<file path="src/rtl/fifo_pkg.sv">
// Shared sizing helpers, error-flag bundle and read-mode constants for the
// synchronous FIFO family.
package fifo_pkg;

    localparam int FIFO_MODE_STD  = 0;
    localparam int FIFO_MODE_FWFT = 1;

    typedef struct packed {
        logic overflow;
        logic underflow;
    } fifo_err_t;

    function automatic int ptr_w(input int depth);
        return $clog2(depth);
    endfunction

    // One extra bit so the count can represent DEPTH itself.
    function automatic int cnt_w(input int depth);
        return $clog2(depth) + 1;
    endfunction

endpackage

</file>
<file path="src/rtl/fifo_mem.sv">
// Simple dual-port storage: synchronous write, asynchronous read, no reset.
module fifo_mem
    import fifo_pkg::*;
#(
    parameter int DATA_WIDTH = 8,
    parameter int DEPTH      = 16
) (
    input  logic                    clk,
    input  logic                    we_i,
    input  logic [ptr_w(DEPTH)-1:0] waddr_i,
    input  logic [DATA_WIDTH-1:0]   wdata_i,
    input  logic [ptr_w(DEPTH)-1:0] raddr_i,
    output logic [DATA_WIDTH-1:0]   rdata_o
);

    logic [DATA_WIDTH-1:0] mem_q [DEPTH];

    always_ff @(posedge clk) begin
        if (we_i) begin
            mem_q[waddr_i] <= wdata_i;
        end
    end

    assign rdata_o = mem_q[raddr_i];

endmodule

</file>
<file path="src/rtl/fifo_sync_flags.sv">
// Single-clock FIFO with occupancy count, almost-full/empty thresholds,
// sticky overflow/underflow flags and optional first-word-fall-through reads.
module fifo_sync_flags
    import fifo_pkg::*;
#(
    parameter int DATA_WIDTH = 8,
    parameter int DEPTH      = 16,
    parameter int AF_THRESH  = 14,
    parameter int AE_THRESH  = 2,
    parameter int FWFT       = FIFO_MODE_STD
) (
    input  logic                   clk,
    input  logic                   rst,
    input  logic                   wr_en,
    input  logic [DATA_WIDTH-1:0]  din,
    input  logic                   rd_en,
    output logic [DATA_WIDTH-1:0]  dout,
    output logic                   full,
    output logic                   empty,
    output logic                   almost_full,
    output logic                   almost_empty,
    output logic [$clog2(DEPTH):0] count,
    input  logic                   clr_err,
    output logic                   overflow,
    output logic                   underflow
);

    localparam int PTR_W = ptr_w(DEPTH);
    localparam int CNT_W = cnt_w(DEPTH);

    localparam logic [CNT_W-1:0] DEPTH_C = CNT_W'(DEPTH);
    localparam logic [CNT_W-1:0] AF_C    = CNT_W'(AF_THRESH);
    localparam logic [CNT_W-1:0] AE_C    = CNT_W'(AE_THRESH);

    if (DATA_WIDTH < 1) begin : g_bad_width
        $fatal(1, "fifo_sync_flags: DATA_WIDTH must be >= 1");
    end
    if (DEPTH < 4 || (DEPTH & (DEPTH - 1)) != 0) begin : g_bad_depth
        $fatal(1, "fifo_sync_flags: DEPTH must be a power of two >= 4");
    end
    if (AF_THRESH < 1 || AF_THRESH > DEPTH) begin : g_bad_af
        $fatal(1, "fifo_sync_flags: AF_THRESH out of range 1..DEPTH");
    end
    if (AE_THRESH < 0 || AE_THRESH > DEPTH - 1) begin : g_bad_ae
        $fatal(1, "fifo_sync_flags: AE_THRESH out of range 0..DEPTH-1");
    end
    if (FWFT != FIFO_MODE_STD && FWFT != FIFO_MODE_FWFT) begin : g_bad_mode
        $fatal(1, "fifo_sync_flags: FWFT must be 0 or 1");
    end

    logic [PTR_W-1:0]      wr_ptr_q, wr_ptr_d;
    logic [PTR_W-1:0]      rd_ptr_q, rd_ptr_d;
    logic [CNT_W-1:0]      count_q, count_d;
    fifo_err_t             err_q, err_d;
    logic                  wr_acc, rd_acc;
    logic [DATA_WIDTH-1:0] rdata;

    assign full         = (count_q == DEPTH_C);
    assign empty        = (count_q == '0);
    assign almost_full  = (count_q >= AF_C);
    assign almost_empty = (count_q <= AE_C);
    assign count        = count_q;
    assign overflow     = err_q.overflow;
    assign underflow    = err_q.underflow;

    assign wr_acc = wr_en && !full;
    assign rd_acc = rd_en && !empty;

    always_comb begin
        wr_ptr_d = wr_ptr_q;
        rd_ptr_d = rd_ptr_q;
        count_d  = count_q;
        err_d    = err_q;
        if (wr_acc) wr_ptr_d = wr_ptr_q + PTR_W'(1);
        if (rd_acc) rd_ptr_d = rd_ptr_q + PTR_W'(1);
        if (wr_acc && !rd_acc) count_d = count_q + CNT_W'(1);
        if (rd_acc && !wr_acc) count_d = count_q - CNT_W'(1);
        // Clear first so a same-cycle set event takes priority.
        if (clr_err) err_d = '0;
        if (wr_en && full)  err_d.overflow  = 1'b1;
        if (rd_en && empty) err_d.underflow = 1'b1;
    end

    always_ff @(posedge clk) begin
        if (rst) begin
            wr_ptr_q <= '0;
            rd_ptr_q <= '0;
            count_q  <= '0;
            err_q    <= '0;
        end else begin
            wr_ptr_q <= wr_ptr_d;
            rd_ptr_q <= rd_ptr_d;
            count_q  <= count_d;
            err_q    <= err_d;
        end
    end

    fifo_mem #(
        .DATA_WIDTH (DATA_WIDTH),
        .DEPTH      (DEPTH)
    ) u_mem (
        .clk     (clk),
        .we_i    (wr_acc),
        .waddr_i (wr_ptr_q),
        .wdata_i (din),
        .raddr_i (rd_ptr_q),
        .rdata_o (rdata)
    );

    if (FWFT == FIFO_MODE_FWFT) begin : g_fwft
        assign dout = rdata;
    end else begin : g_std
        logic [DATA_WIDTH-1:0] dout_q;

        always_ff @(posedge clk) begin
            if (rst) begin
                dout_q <= '0;
            end else if (rd_acc) begin
                dout_q <= rdata;
            end
        end

        assign dout = dout_q;
    end

endmodule

</file>
<file path="config.mk">
export PLATFORM = sky130hd
export DESIGN_NAME = fifo_sync_flags
export DESIGN_NICKNAME = d
export VERILOG_FILES = /design/src/rtl/fifo_pkg.sv /design/src/rtl/fifo_mem.sv /design/src/rtl/fifo_sync_flags.sv
export SDC_FILE = /design/constraint.sdc
export NUM_CORES = 1
export LEC_CHECK = 0
export ABC_CLOCK_PERIOD_IN_PS = 7800
export CORE_ASPECT_RATIO = 0.8
export CORE_MARGIN = 1.5
export CORE_UTILIZATION = 49
export DETAILED_ROUTE_END_ITERATION = 10
export PLACE_DENSITY_LB_ADDON = 0.25
export RECOVER_POWER = 50
export SLEW_MARGIN = 40
export SYNTH_ARGS = -nofsm -noshare
export SYNTH_HDL_FRONTEND = slang
export SYNTH_SLANG_ARGS = --single-unit
</file>
<file path="constraint.sdc">
create_clock -name clk -period 7.8 [get_ports clk]
set_input_delay 1.95 -clock clk [delete_from_list [all_inputs] [get_ports clk]]
set_output_delay 1.95 -clock clk [all_outputs]
set_load 0.1 [all_outputs]
</file>
# Word level (Yosys, flattened, before mapping)
# Memories as Yosys holds them, arrays and structs flattened. A register that Yosys moved wholly into a read port is not among the register bits.
# Cells that the tools add are included.
dict set report op_classes {
  addsub 4
  multipliers 0
  div_mod_pow 0
  magnitude_cmp 2
  eq_ne 1
  shift 0
  mux 7
  bitwise_logic 0
  reduce_logical 14
}
# cell count
set ops {}
lappend ops {{$mux 5} 2}
lappend ops {{$add 4x1->4 const B} 2}
lappend ops {{$logic_and 1x1->1} 6}
lappend ops {{$reduce_bool 2->1} 3}
lappend ops {{$add 5x1->5 const B} 1}
lappend ops {{$eq 5x5->1 const B} 1}
lappend ops {{$ge 5x4->1 const B} 1}
lappend ops {{$le 5x2->1 const B} 1}
lappend ops {{$logic_not 5->1} 1}
lappend ops {{$sub 5x1->5 const B} 1}
lappend ops {{$logic_not 1->1} 4}
lappend ops {{$mux 1} 4}
lappend ops {{$mux 2} 1}
dict set report word_totals {
  regBits 15
  latchBits 0
  mem_bits_rw 128
  romBits 0
  input_bits 13
  out_inout_bits 19
  elab_cells 34
  mem_count 1
}
# name words word_bits read_ports rd_ports_with_merged_regs wr line_no
set mem_list {}
lappend mem_list {u_mem.mem_q 16 8 1 1 1 fifo_mem.sv:16} ;# logic [DATA_WIDTH-1:0] mem_q [DEPTH];

# Depth between registers and ports, before layout
dict set report depth {
  ltp_word 7
  depth_mapped 12
  ltp_nobuf 10
}

# Modules after synthesis
# A second synthesis with hierarchy kept.
dict set report hier_totals {
  cells_unflattened 342
  hier_area_um2 6105.9
}
# module n_inst cells_per_inst area_per_inst_um2 seq_area_each_um2
set modules_own_cells {}
lappend modules_own_cells {fifo_mem 1 221 4987.3 3843.7}
lappend modules_own_cells {fifo_sync_flags 1 121 1118.6 460.4}

# Worst setup path before layout
# No wires, ideal clock.
dict set report synth_timing {
  kind {register to output}
  from {reg count_q[2] (netlist: count[2])}
  to {out almost_empty}
  arrival_time_ps 5694
  required_ps 5850
  path_slack_ps 156
  path_stages_with_launch 3
  n_path_buf 1
  path_cell_list {dfxtp_1 buf_2 a2111oi_0}
}
dict set report synth_via {
  elab_chain_len 1
}
# item line_no
set synth_lines {}
lappend synth_lines {{start, declared} fifo_sync_flags.sv:53} ;# logic [CNT_W-1:0] count_q, count_d;
lappend synth_lines {{start signal, assigned} fifo_sync_flags.sv:93} ;# count_q <= count_d;
lappend synth_lines {{$le 5x2->1} fifo_sync_flags.sv:61} ;# assign almost_empty = (count_q <= AE_C);
lappend synth_lines {{end, declared} fifo_sync_flags.sv:21} ;# output logic almost_empty,
# No other way between the ends.

# Worst setup path after layout
dict set report layout_timing {
  from {in wr_en}
  to {reg count_q[4] (netlist: count[4])}
}
dict set report layout_via {
  elab_chain_len 4
  word_cells_on_any_way 6
  classes_between {1 x mux; 5 x reduce/logical}
}
# item line_no
set layout_lines {}
lappend layout_lines {{start, declared} fifo_sync_flags.sv:14} ;# input logic wr_en,
lappend layout_lines {{$logic_and 1x1->1 *} fifo_sync_flags.sv:66} ;# assign wr_acc = wr_en && !full;
lappend layout_lines {{$logic_not 1->1} fifo_sync_flags.sv:77} ;# if (rd_acc && !wr_acc) count_d = count_q - CNT_W'(1);
lappend layout_lines {{$logic_and 1x1->1} fifo_sync_flags.sv:77}
lappend layout_lines {{$mux 5 / $reduce_bool 2->1 (equally long branches)} n/a}
# Every way passes the cells marked *; elsewhere a longest branch is shown, timed or not.
# A chain may end at the register's enable or synchronous reset.

==> results summary <==
Setup violations remaining at the end of the flow were counted as 0. Clock tree synthesis found a total of 151 sinks. The global placement routability congestion is 0.774. The yosys synthesis warning count is 0. The final sum of negative setup slack is 0 ns.

The clock tree buffer depth came out at 2. The number of antenna repair diodes came out at 0. Among all flip-flop cells after synthesis, the most frequent one is sky130_fd_sc_hd__edfxtp_1. The H-tree was split into 4 levels. Relative to the synthesized area, the layout overhead comes to 15.7%. The flow ran to the end, and the final reports show no timing, DRC or antenna violations. The endpoint arrival time on the critical path came out at 4.95 ns.

The number of max-slew violations in the final report was 0. The final route contains 3,403 vias. The average wire per standard cell came out at 21.6 um. The number of filler cells placed in the layout came out at 932. For the worst setup path, the data required time is 8.13 ns. In this run the core area contains 36 standard-cell rows. The total leakage power came out at 0.00230 uW. The worst-case IR drop observed on VDD is 0.000278 V. The number of global-route vias before repair came out at 3,323. The register area share after synthesis came out at 70.3%. The multi-input combinational cells in the finished layout cover a total of 1700 um2. STA classifies the critical path startpoint as an input pin. For this block, the initial DRC count from the detailed router was 371. The largest net degree at the start of global routing came out at 51. The async set-reset flop share out of synthesis is 0%.

After synthesis, the largest area contributor takes up 62.8% of total cell area. The die is 103 um tall. The worst-case headroom to the max-slew limit came out at 22.7%. The post-CTS setup buffer count is 0. Derived from the worst setup path, the maximum achievable clock frequency is 216 MHz. Registers take 4310 um2.

The cell-internal power came out at 1660 uW. The wire length of the first global-routing pass is 18.8 mm. The final critical path takes up 59.3% of the cycle. The synthesized area per cell is 16.1 um2. The type of the setup path with the least slack is in -> reg. The CTS buffer count is 17. The global-route met3 utilization is 5.50%. The fraction of layout cells with a size suffix above 1 is 20.0%. The combinational fraction of design power is 28.9%. By instance count, the leading cell after synthesis is sky130_fd_sc_hd__edfxtp_1. The final number of hold-violating endpoints came to 0. The placed wire-length estimate is 7.62 mm. The initial utilization of the core area, before any placement, comes to 50.3%. The most crowded layer after global routing is met2. The clock latency at the later pin of the worst-skew pair is 0.42 ns.

The core area is 12,200 um2. The number of buffers added to fix hold violations after cts is 0. The tool flagged a number of max-cap violations equal to 0. The average vias per placed instance is 5.91.

For this run, design rule violations remaining after detail routing come to 0. Clock-pin slew was measured on the worst setup and hold paths at 0.06 ns. After global routing the overflow that remains totals 0. TritonCTS built the clock tree. The switching fraction of total power came out at 36.7%. Sorting the synthesized cells by area gives the leading types as sky130_fd_sc_hd__edfxtp_1, sky130_fd_sc_hd__dfxtp_1, sky130_fd_sc_hd__mux4_2, sky130_fd_sc_hd__mux2i_1, sky130_fd_sc_hd__nor2_1.

The post-CTS resize count is 0. The full die area came out at 13,200 um2. The global routing met2 resource utilization is 30.9%. Global routing used 20.1% of the available tracks across all layers. The sequential power share came out at 38.0%. The met1 demand-to-capacity share in global routing is 27.9%.

The instance area after placement came out at 6470 um2. The number of antenna violations at the first check in global routing came out at 0. Synthesis produced a netlist with a net count of 402. For this design the top-level I/O count stands at 32. After technology mapping, the gate count stands at 380. STA classifies the critical path endpoint as a flop. The final critical delay including setup and external delays is 4.62 ns. For this block, the routed nets add up to 12.5 mm of wire. The number of enable flip-flop cells after synthesis came out at 128.

The transition time at the pin with the least slew margin is 1.16 ns. CTS placed an instance of sky130_fd_sc_hd__clkbuf_16 at the clock tree root. The remaining number of nets flagged by the antenna check after routing came out at 0. The count of different cell masters after synthesis came out at 46. The length of the first detailed-routing pass in iterations is 5. The maximum fanout along the worst path is 9. Counting flops and latches in the post-synthesis netlist gives 151. The horizontal extent of the die is 128 um.

The number of nets at the end of the flow came out at 434. The commonest cells after synthesis are sky130_fd_sc_hd__edfxtp_1, sky130_fd_sc_hd__nor2_1, sky130_fd_sc_hd__mux2i_1, sky130_fd_sc_hd__dfxtp_1, sky130_fd_sc_hd__o22ai_1. The reported net switching power came out at 961 uW.

After routing the design area is 7080 um2. The count of buffers added on input and output ports is 31. The power share of the clock group came out at 33.1%.

The final setup skew is 0.00744 ns. The power density over cell area is 370 nW/um2. Summed over all instances, the cell type with the most area after synthesis is sky130_fd_sc_hd__edfxtp_1.

The post-route worst hold slack is 0.510 ns. The mapped cell area is 6120 um2. The worst min-delay path category is reg -> reg. Setup repair after global routing left no endpoint under its margin.
-- cells in the final DEF, fill, tap and decap left out, types with 3 or more instances in the layout --
| cell type | synthesis | routed |
|---|---|---|
| sky130_fd_sc_hd__a21oi_1 | 3 | 3 |
| sky130_fd_sc_hd__a22oi_1 | 11 | 11 |
| sky130_fd_sc_hd__a311oi_1 | 8 | 8 |
| sky130_fd_sc_hd__buf_2 | 10 | 18 |
| sky130_fd_sc_hd__buf_4 | 1 | 5 |
| sky130_fd_sc_hd__bufinv_16 | 0 | 4 |
| sky130_fd_sc_hd__clkbuf_1 | 10 | 4 |
| sky130_fd_sc_hd__clkbuf_16 | 0 | 17 |
| sky130_fd_sc_hd__dfxtp_1 | 23 | 22 |
| sky130_fd_sc_hd__dlygate4sd3_1 | 0 | 11 |
| sky130_fd_sc_hd__edfxtp_1 | 128 | 128 |
| sky130_fd_sc_hd__ha_1 | 9 | 9 |
| sky130_fd_sc_hd__inv_1 | 5 | 5 |
| sky130_fd_sc_hd__inv_6 | 0 | 3 |
| sky130_fd_sc_hd__mux2i_1 | 35 | 35 |
| sky130_fd_sc_hd__mux4_2 | 16 | 16 |
| sky130_fd_sc_hd__nand2_1 | 10 | 10 |
| sky130_fd_sc_hd__nand2b_1 | 4 | 4 |
| sky130_fd_sc_hd__nor2_1 | 42 | 32 |
| sky130_fd_sc_hd__nor2_2 | 0 | 10 |
| sky130_fd_sc_hd__nor3_1 | 5 | 5 |
| sky130_fd_sc_hd__o211ai_1 | 2 | 3 |
| sky130_fd_sc_hd__o22ai_1 | 17 | 17 |
| sky130_fd_sc_hd__or3_1 | 3 | 3 |
| sky130_fd_sc_hd__xor2_1 | 7 | 7 |
-- path summary, 6_finish.rpt --
| check | slack, ns | endpoint | from | depth (start not counted) |
|---|---|---|---|---|
| max | 3.18 | count[4] | wr_en | 9 |
| max reg2reg | 4.63 | count[4] | count[1] | 9 |
| min reg2reg | 0.51 | underflow | underflow | 2 |
| min | 0.51 | underflow | underflow | 2 |
-- sequential cells by signal (all words and copies together), names as in the netlist --
name,cells
count,5
dout,8
overflow,1
rd_ptr_q,4
u_mem.mem_q,128
underflow,1
wr_ptr_q,4
-- layer usage --
metal | wire length (um) | part of all wire [%]
met3 | 854 | 6.8
met4 | 189 | 1.5
met5 | 0 | 0
met2 | 5650 | 45
met1 | 5780 | 46
-- critical path, cell delays in order --
cell                            delay, ns
sky130_fd_sc_hd__dlygate4sd3_1       0.61
sky130_fd_sc_hd__a21boi_0            0.66
sky130_fd_sc_hd__inv_1               0.14
sky130_fd_sc_hd__ha_1                0.34
sky130_fd_sc_hd__ha_1                0.38
sky130_fd_sc_hd__a31oi_1             0.19
sky130_fd_sc_hd__o2bb2ai_1           0.10
sky130_fd_sc_hd__or4_1               0.47
sky130_fd_sc_hd__o2111ai_1           0.10
-- kinds of logic after synthesis --
group,share of synthesized area [%]
and+or+nand+nor,5.93
AOI/OAI and AO/OA,6.74
muxes,11.6
buffers and inverters,2.29
xor gates and xnor gates,1.29
DFF,70.3
adders and majority gates,1.84
-- power groups by stage --
stage | registers, uW | logic [uW] | clock network [uW]
after floorplan | 1230 | 402 | 0
after global placement | 1010 | 790 | 0
after detailed placement | 1010 | 764 | 0
after CTS | 993 | 767 | 877
after global routing | 1000 | 800 | 909
final | 995 | 757 | 867
-- through the flow --
stage / setup WS, ns / cells / util [%] / total power (uW)
after global routing: 3.01 / 576 / 58.3 / 2710
after global placement: 2.84 / 545 / 53.8 / 1800
after detailed placement: 2.98 / 545 / 53.2 / 1770
after CTS: 3.39 / 576 / 58.3 / 2640
final: 3.18 / 576 / 58.3 / 2620
after floorplan: 0.156 / 380 / - / 1630
-- cell type report --
cell class              count  share of cell area (%)
flip-flops and latches    151                    60.8
multi-input cells         200                    23.9
clock buffers              18                    6.06
repair buffers             37                    3.51
clock inverters            13                    2.76
well taps                 152                    2.68
inverters                   5                   0.265
Power figures use the tool's default switching activity.
